### config.mk
export PLATFORM = sky130hd
export DESIGN_NAME = mmio_gpo_pulse
export DESIGN_NICKNAME = d
export VERILOG_FILES = /design/src/rtl/mmio_gpo_pulse.sv
export SDC_FILE = /design/constraint.sdc
export NUM_CORES = 1
export LEC_CHECK = 0
export BUFFER_PORTS_ARGS = -buffer_cell sky130_fd_sc_hd__buf_2
export CAP_MARGIN = 25
export CORE_ASPECT_RATIO = 2
export CORE_MARGIN = 2
export CORE_UTILIZATION = 60
export DETAILED_ROUTE_END_ITERATION = 7
export PLACE_DENSITY = 0.82
export SYNTH_ARGS = -nofsm -noshare
export SYNTH_HDL_FRONTEND = slang
export SYNTH_SLANG_ARGS = --single-unit
export TNS_END_PERCENT = 50
### constraint.sdc
create_clock -name clk -period 4.4 [get_ports clk]
set_input_delay 0.44 -clock clk [delete_from_list [all_inputs] [get_ports clk]]
set_output_delay 0.44 -clock clk [all_outputs]
set_load 0.02 [all_outputs]
### src/rtl/mmio_gpo_pulse.sv
// MMIO general-purpose output slot with atomic set/clear/toggle writes and a
// hardware one-shot pulse generator that ORs a timed mask onto the outputs.
module mmio_gpo_pulse #(
  parameter int unsigned  W       = 32,
  parameter int unsigned  CNT_W   = 24,
  parameter logic [W-1:0] RST_VAL = {W{1'b0}}
) (
  input  logic          clk,
  input  logic          reset_n,
  input  logic          cs,
  input  logic          write,
  input  logic          read,
  input  logic [4:0]    addr,
  input  logic [31:0]   write_data,
  output logic [31:0]   read_data,
  output logic [W-1:0]  dout
);

  localparam logic [CNT_W-1:0] CNT_ZERO = {CNT_W{1'b0}};
  localparam logic [CNT_W-1:0] CNT_ONE  = CNT_W'(1);
  localparam logic [W-1:0]     W_ZERO   = {W{1'b0}};

  logic [W-1:0]     data_q, data_d;
  logic [W-1:0]     pmask_q, pmask_d;
  logic [W-1:0]     dout_q;
  logic [CNT_W-1:0] plen_q, plen_d;
  logic [CNT_W-1:0] cnt_q, cnt_d;
  logic [W-1:0]     wd_s;
  logic             wr_s;
  logic             busy_s;
  logic             pulse_go_s;
  logic             unused_bus_s;

  assign wr_s         = cs & write;
  assign wd_s         = write_data[W-1:0];
  assign busy_s       = (cnt_q != CNT_ZERO);
  assign pulse_go_s   = wr_s && (addr == 5'd5) && (plen_q != CNT_ZERO) && (wd_s != W_ZERO);
  // The read strobe has no side effects; the slot decodes purely on addr.
  assign unused_bus_s = read;

  // Static data and pulse-length register updates from bus writes.
  always_comb begin
    data_d = data_q;
    plen_d = plen_q;
    if (wr_s) begin
      case (addr)
        5'd0:    data_d = wd_s;
        5'd1:    data_d = data_q | wd_s;
        5'd2:    data_d = data_q & ~wd_s;
        5'd3:    data_d = data_q ^ wd_s;
        5'd4:    plen_d = write_data[CNT_W-1:0];
        default: begin
          data_d = data_q;
          plen_d = plen_q;
        end
      endcase
    end else begin
      data_d = data_q;
      plen_d = plen_q;
    end
  end

  // Pulse generator: a new PULSE write wins over expiry so pulsing bits never glitch low.
  always_comb begin
    pmask_d = pmask_q;
    cnt_d   = cnt_q;
    if (pulse_go_s) begin
      pmask_d = pmask_q | wd_s;
      cnt_d   = plen_q;
    end else if (cnt_q == CNT_ONE) begin
      pmask_d = W_ZERO;
      cnt_d   = CNT_ZERO;
    end else if (busy_s) begin
      cnt_d   = cnt_q - CNT_ONE;
    end else begin
      pmask_d = pmask_q;
      cnt_d   = cnt_q;
    end
  end

  // State registers; dout is registered from next-state so writes show after one edge.
  always_ff @(posedge clk or negedge reset_n) begin
    if (!reset_n) begin
      data_q  <= RST_VAL;
      plen_q  <= CNT_ZERO;
      pmask_q <= W_ZERO;
      cnt_q   <= CNT_ZERO;
      dout_q  <= RST_VAL;
    end else begin
      data_q  <= data_d;
      plen_q  <= plen_d;
      pmask_q <= pmask_d;
      cnt_q   <= cnt_d;
      dout_q  <= data_d | pmask_d;
    end
  end

  assign dout = dout_q;

  // Readback mux; unused upper bits stay zero.
  always_comb begin
    read_data = 32'h0000_0000;
    case (addr)
      5'd0:    read_data[W-1:0]     = data_q;
      5'd4:    read_data[CNT_W-1:0] = plen_q;
      5'd5:    read_data[W-1:0]     = pmask_q;
      5'd6:    read_data[0]         = busy_s;
      default: read_data            = 32'h0000_0000;
    endcase
  end

endmodule

Yosys cells after proc, flatten, opt, wreduce, memory -nomap -nowiden
Index checks and enable logic that the tools add are counted.
{ "classes": {"n_addsub": 1, "multipliers": 0, "div_mod_pow": 0, "n_lt_le_gt_ge": 0, "eq_ne": 7, "shifts": 0, "n_mux": 10, "bitwise": 7, "n_reduce_logical": 9} }
{ "op_table": {"columns": ["cell", "count"], "rows": [
  ["32-bit one-hot mux with 4 select lines", 1],
  ["32-bit two-way mux", 3],
  ["32-bit bitwise OR", 3],
  ["24-bit two-way mux", 3],
  ["23-bit one-hot mux with 3 select lines", 1],
  ["24-bit nonzero test", 2],
  ["32-bit AND", 1],
  ["32-bit inverter", 1],
  ["32-bit nonzero test", 1],
  ["32-bit XOR", 1],
  ["24-bit by 1-bit equality test with 1-bit output (second input constant)", 1],
  ["24-bit by 1-bit subtractor with 24-bit output (second input constant)", 1],
  ["8-bit one-hot mux with 2 select lines", 1],
  ["5-bit by 3-bit equality test with 1-bit output (second input constant)", 3],
  ["5-bit by 2-bit equality test with 1-bit output (second input constant)", 2],
  ["5-bit by 1-bit equality test with 1-bit output (second input constant)", 1],
  ["5-bit zero test", 1],
  ["1-bit one-hot mux with 4 select lines", 1],
  ["1-bit logical AND", 3],
  ["3-bit nonzero test", 1],
  ["2-bit AND reduction", 1],
  ["1-bit AND", 1]
]} }
{ "word_totals": {"reg_bits": 144, "latchBits": 0, "ram_bits": 0, "mem_bits_ro": 0, "input_bits": 42, "wordCells": 39, "mem_count": 0} }

Depth between registers and ports, before layout
{ "logic_depth": {"ltp_word": 6, "mapped_depth": 9, "depth_no_buf": 7} }

Worst setup path before layout
No wires, ideal clock.
{ "synth_path": {"path_type": "input to output", "start": "input port addr[1]", "end": "output port read_data[0]", "arrival_ns": 1.859, "slack_ns": 2.101, "stages": 6, "cell_sequence": "buf_2 -> buf_1 -> nor3_1 -> clkbuf_1 -> a22oi_1 -> o31ai_1"} }
{ "synth_via": {"elab_chain_cells": 2} }
{ "synth_rtl": {"columns": ["element", "line", "source"], "rows": [
  ["start, declared", "13", "input logic [4:0] addr,"],
  ["5-bit by 3-bit equality test with 1-bit output or 5-bit zero test (tied branches)", "103", "case (addr)"],
  ["1-bit one-hot mux with 4 select lines (*)", "103", null],
  ["end, declared", "15", "output logic [31:0] read_data,"]
]} }
Mark *: on every way between the ends. The rest lies on a longest branch, timed or not.

Worst setup path after layout
{ "layout_path": {"start": "input port addr[1]", "end": "output port read_data[16]"} }
{ "layout_via": {"elab_chain_cells": 2} }
{ "layout_rtl": {"columns": ["element", "line"], "rows": [
  ["5-bit by 3-bit equality test with 1-bit output or 5-bit zero test (tied branches)", "103"],
  ["23-bit one-hot mux with 3 select lines (*)", "103"]
]} }
Marked as above.

==> summary.txt <==
Status
  • Status: finished, violations left
  • Failing checks: design-rule violations

Synthesis
  • Mux cell area share after synthesis: ~7.4%
  • Main combinational cell family by area after synthesis: compound AO/OA/AOI/OAI gates
  • Post-Synth XOR/XNOR Area: 1.85%
  • Area share of fa/ha/maj cells after synthesis: 9.84%
  • FFs w/ async S/R, synth: 100%
  • Synth Flop Type: dfrtp_1
  • Sequential area share after synthesis: 42.3%
  • Unique masters post-synth: 53
  • #FFs+latches synth: 144
  • Synth Area in Compound Gates: 21.2%
  • Mapped Area: between 8000 and 9000 sq um
  • Syn_area_per_cell: 10.3 sq um
  • Post-synthesis cell count: 828
  • Syn Nets: between 900 and 1000
  • Synth Area in Simple Gates: 10.1%
  • Post-synth EDFFs: 0
  • Synth warn: 0

Clock network
  • Clk slew on worst S/H paths: 0.06 ns
  • Clock Sinks: approximately 140
  • Root Buffer: clkbuf_16
  • CTS tree: done
  • CTS resizes: 0
  • CTS Hold Bufs: 0
  • TritonCTS Buffers: 17
  • Clock Tree Buf Depth: 2
  • Buffers inserted by post-CTS timing repair: 0
  • CTS H-Tree Depth: 4
  • Worst-Skew Late Latency: 0.43 ns

Finish
  • Final #Nets: 1018
  • Most frequent cells in the layout: dfrtp_1, buf_2, inv_1
  • Layout Cells excl Fill: approximately 1100
  • Most common cell after layout, fill and taps aside: dfrtp_1
  • Share of cells above drive strength 1: 24.1%
  • Final Cell Area: 9790 sq um
  • N_diodes: 0
  • Area growth, synth to finish: 14.9%

STA
  • Min Hold Slack: 0.00434 ns
  • Fin. Hold Viols: 0
  • Final period util: 64.3%
  • RSZ-0062 raised after global routing: false
  • FMAX: about 350 MHz
  • Final Max Tran Viols: 0
  • Min Tclk post-route: 2.83 ns
  • Final worst slack: 1.57 ns
  • Setup-failing EPs final: 0
  • Setup Skew: approximately 0.011 ns
  • Slew margin rel.: 28.2%
  • Final setup TNS: 0 ns
  • Worst-Margin Slew: roughly 1.1 ns

Global routing
  • GRT Total Usage: 30.8%
  • Vias in the first global route: between 7000 and 8000
  • Met3 usage: 6.97%
  • Initial antenna violation count: 1
  • Met1 Usage GRT: 32.7%
  • GR Util met2: 55.1%
  • Overflow after GRT: 0
  • Grt peak-use layer: met2
  • First-pass GRT wire length: 35.9 mm
  • Largest net degree at the start of global routing: 67

Floorplanning
  • Die height: 172 microns
  • Die W: 88.2 microns
  • I/O pins: 106
  • DIE AREA: approximately 15000 sq um
  • CORE AREA: 13900 sq um
  • Starting Density: 61.3%
  • FP Rows: 61

Drt
  • DRT Wirelength: 22.4 mm
  • DRT iter0 DRCs: 584
  • # DRC: 2
  • Total number of vias: about 7000
  • DR pass1 iterations: 8
  • Drt wl/cell: between 20 and 25 microns
  • DR vias/cell: roughly 6.4
  • Final ANT Viol Nets: 0

Worst setup path
  • Critical path required time: 3.96 ns
  • Worst Path Buf+Inv: 5
  • Worst path arrival time: about 2.4 ns
  • CP Cell Sequence: buf_2 > buf_4 > nor3b_2 > buf_4 > a222oi_1 > inv_1 > buf_2
  • RR Startpoint: plen_q[21]$_DFFE_PN0P_
  • Worst reg-to-reg path cell count: 5
  • Crit Path Max Fanout: 23
  • Setup CP Type: input pin to primary output
  • Reg2reg setup slack: 1.60 ns
  • Delay-heaviest family, CP: buffers and inverters
  • Slowest cell on crit path: buf_2
  • R2r endpoint: cnt_q[0]$_DFFE_PN0P_
  • CP Launch Type: input pin
  • Setup crit end kind: primary output
  • Max incr delay on CP: 0.49 ns

Placed design
  • Final HPWL DP: 14.8 mm
  • RD Place Congestion: 0.920
  • DP Area: 9180 sq um
  • Inst Count DP: 1079
  • DP Worst Slack: 1.28 ns
  • IO Port Bufs: about 100

Run
  • Max-cap viol count: 0

Power
  • Static Leakage: 4.70 nW
  • PD cells: 441 nW/um^2
  • Maximum vdd ir drop: 0.314 mV

Min path
  • HP Class: input pin to asynchronous set/reset pin
-- cells in the mapped netlist (23+ instances only) --
master | n | area share, %
mux2_2 | 27 | 3.6
nand3_1 | 28 | 1.6
a31oi_1 | 32 | 2.4
inv_1 | 90 | 4.0
o21bai_1 | 32 | 2.8
mux2i_1 | 33 | 3.9
nor2_1 | 41 | 1.8
clkbuf_1 | 34 | 1.5
dfrtp_1 | 144 | 42
ha_1 | 67 | 9.8
a222oi_1 | 23 | 2.7
-- power breakdown --
| group | total (W) | leakage, nW | internal, W | switching, W |
|---|---|---|---|---|
| Clock | 0.00148 | 0.291 | 0.000875 | 0.000600 |
| Combinational | 0.000978 | 2.64 | 0.000430 | 0.000549 |
| Sequential | 0.00187 | 1.76 | 0.00161 | 0.000255 |
| Total | 0.00432 | 4.70 | 0.00292 | 0.00140 |
-- cells by family (layout without fill, tap and decap cells) --
kind of cell,after synthesis,after routing
AND/OR/NAND/NOR,162,162
flip-flops,144,144
multiplexers,60,60
adder cells (fa/ha/maj),67,67
XOR/XNOR,18,18
buffers and inverters,150,244
AO/OA/AOI/OAI,227,227
-- routing by layer --
layer / share of wire (%) / vias up / routed length (microns)
li1: - / 3174 / -
met1: 35 / 3564 / 7880
met2: 55 / 300 / 12300
met3: 5.9 / 77 / 1310
met4: 4.0 / 2 / 896
met5: 0.063 / - / 14
-- sequential cells by signal, indices dropped and copies added (netlist names) --
| name | count |
|---|---|
| plen_q | 24 |
| pmask_q | 32 |
| data_q | 32 |
| dout | 32 |
| cnt_q | 24 |
-- through the flow --
step	total power [W]	util, %
final	0.00432	70.4
after global routing	0.00453	70.4
after CTS	0.00434	70.4
after detailed placement	0.00285	66.1
after global placement	0.00280	66.1
after floorplan	0.00251	-
-- layout make-up --
type	instances	area (sq um)
timing repair buffer	122	674
inverter	90	338
tap	189	236
clock inverter	13	150
fill	1112	4110
sequential	144	3600
clock buffer	19	453
multi-input combinational	534	4330
-- worst max path at each step --
stage                          to     from  slack (ns)  cells after the start
6_report            read_data[16]  addr[1]        1.57                      7
5_1_grt             read_data[16]  addr[1]        1.45                      7
4_1_cts             read_data[16]  addr[1]        1.56                      7
3_5_place_dp   dout[31]$_DFF_PN0_  addr[1]        1.28                      7
3_3_place_gp   dout[31]$_DFF_PN0_  addr[1]        1.33                      7
2_1_floorplan        read_data[0]  addr[1]        2.10                      6
Power figures use the tool's default switching activity.
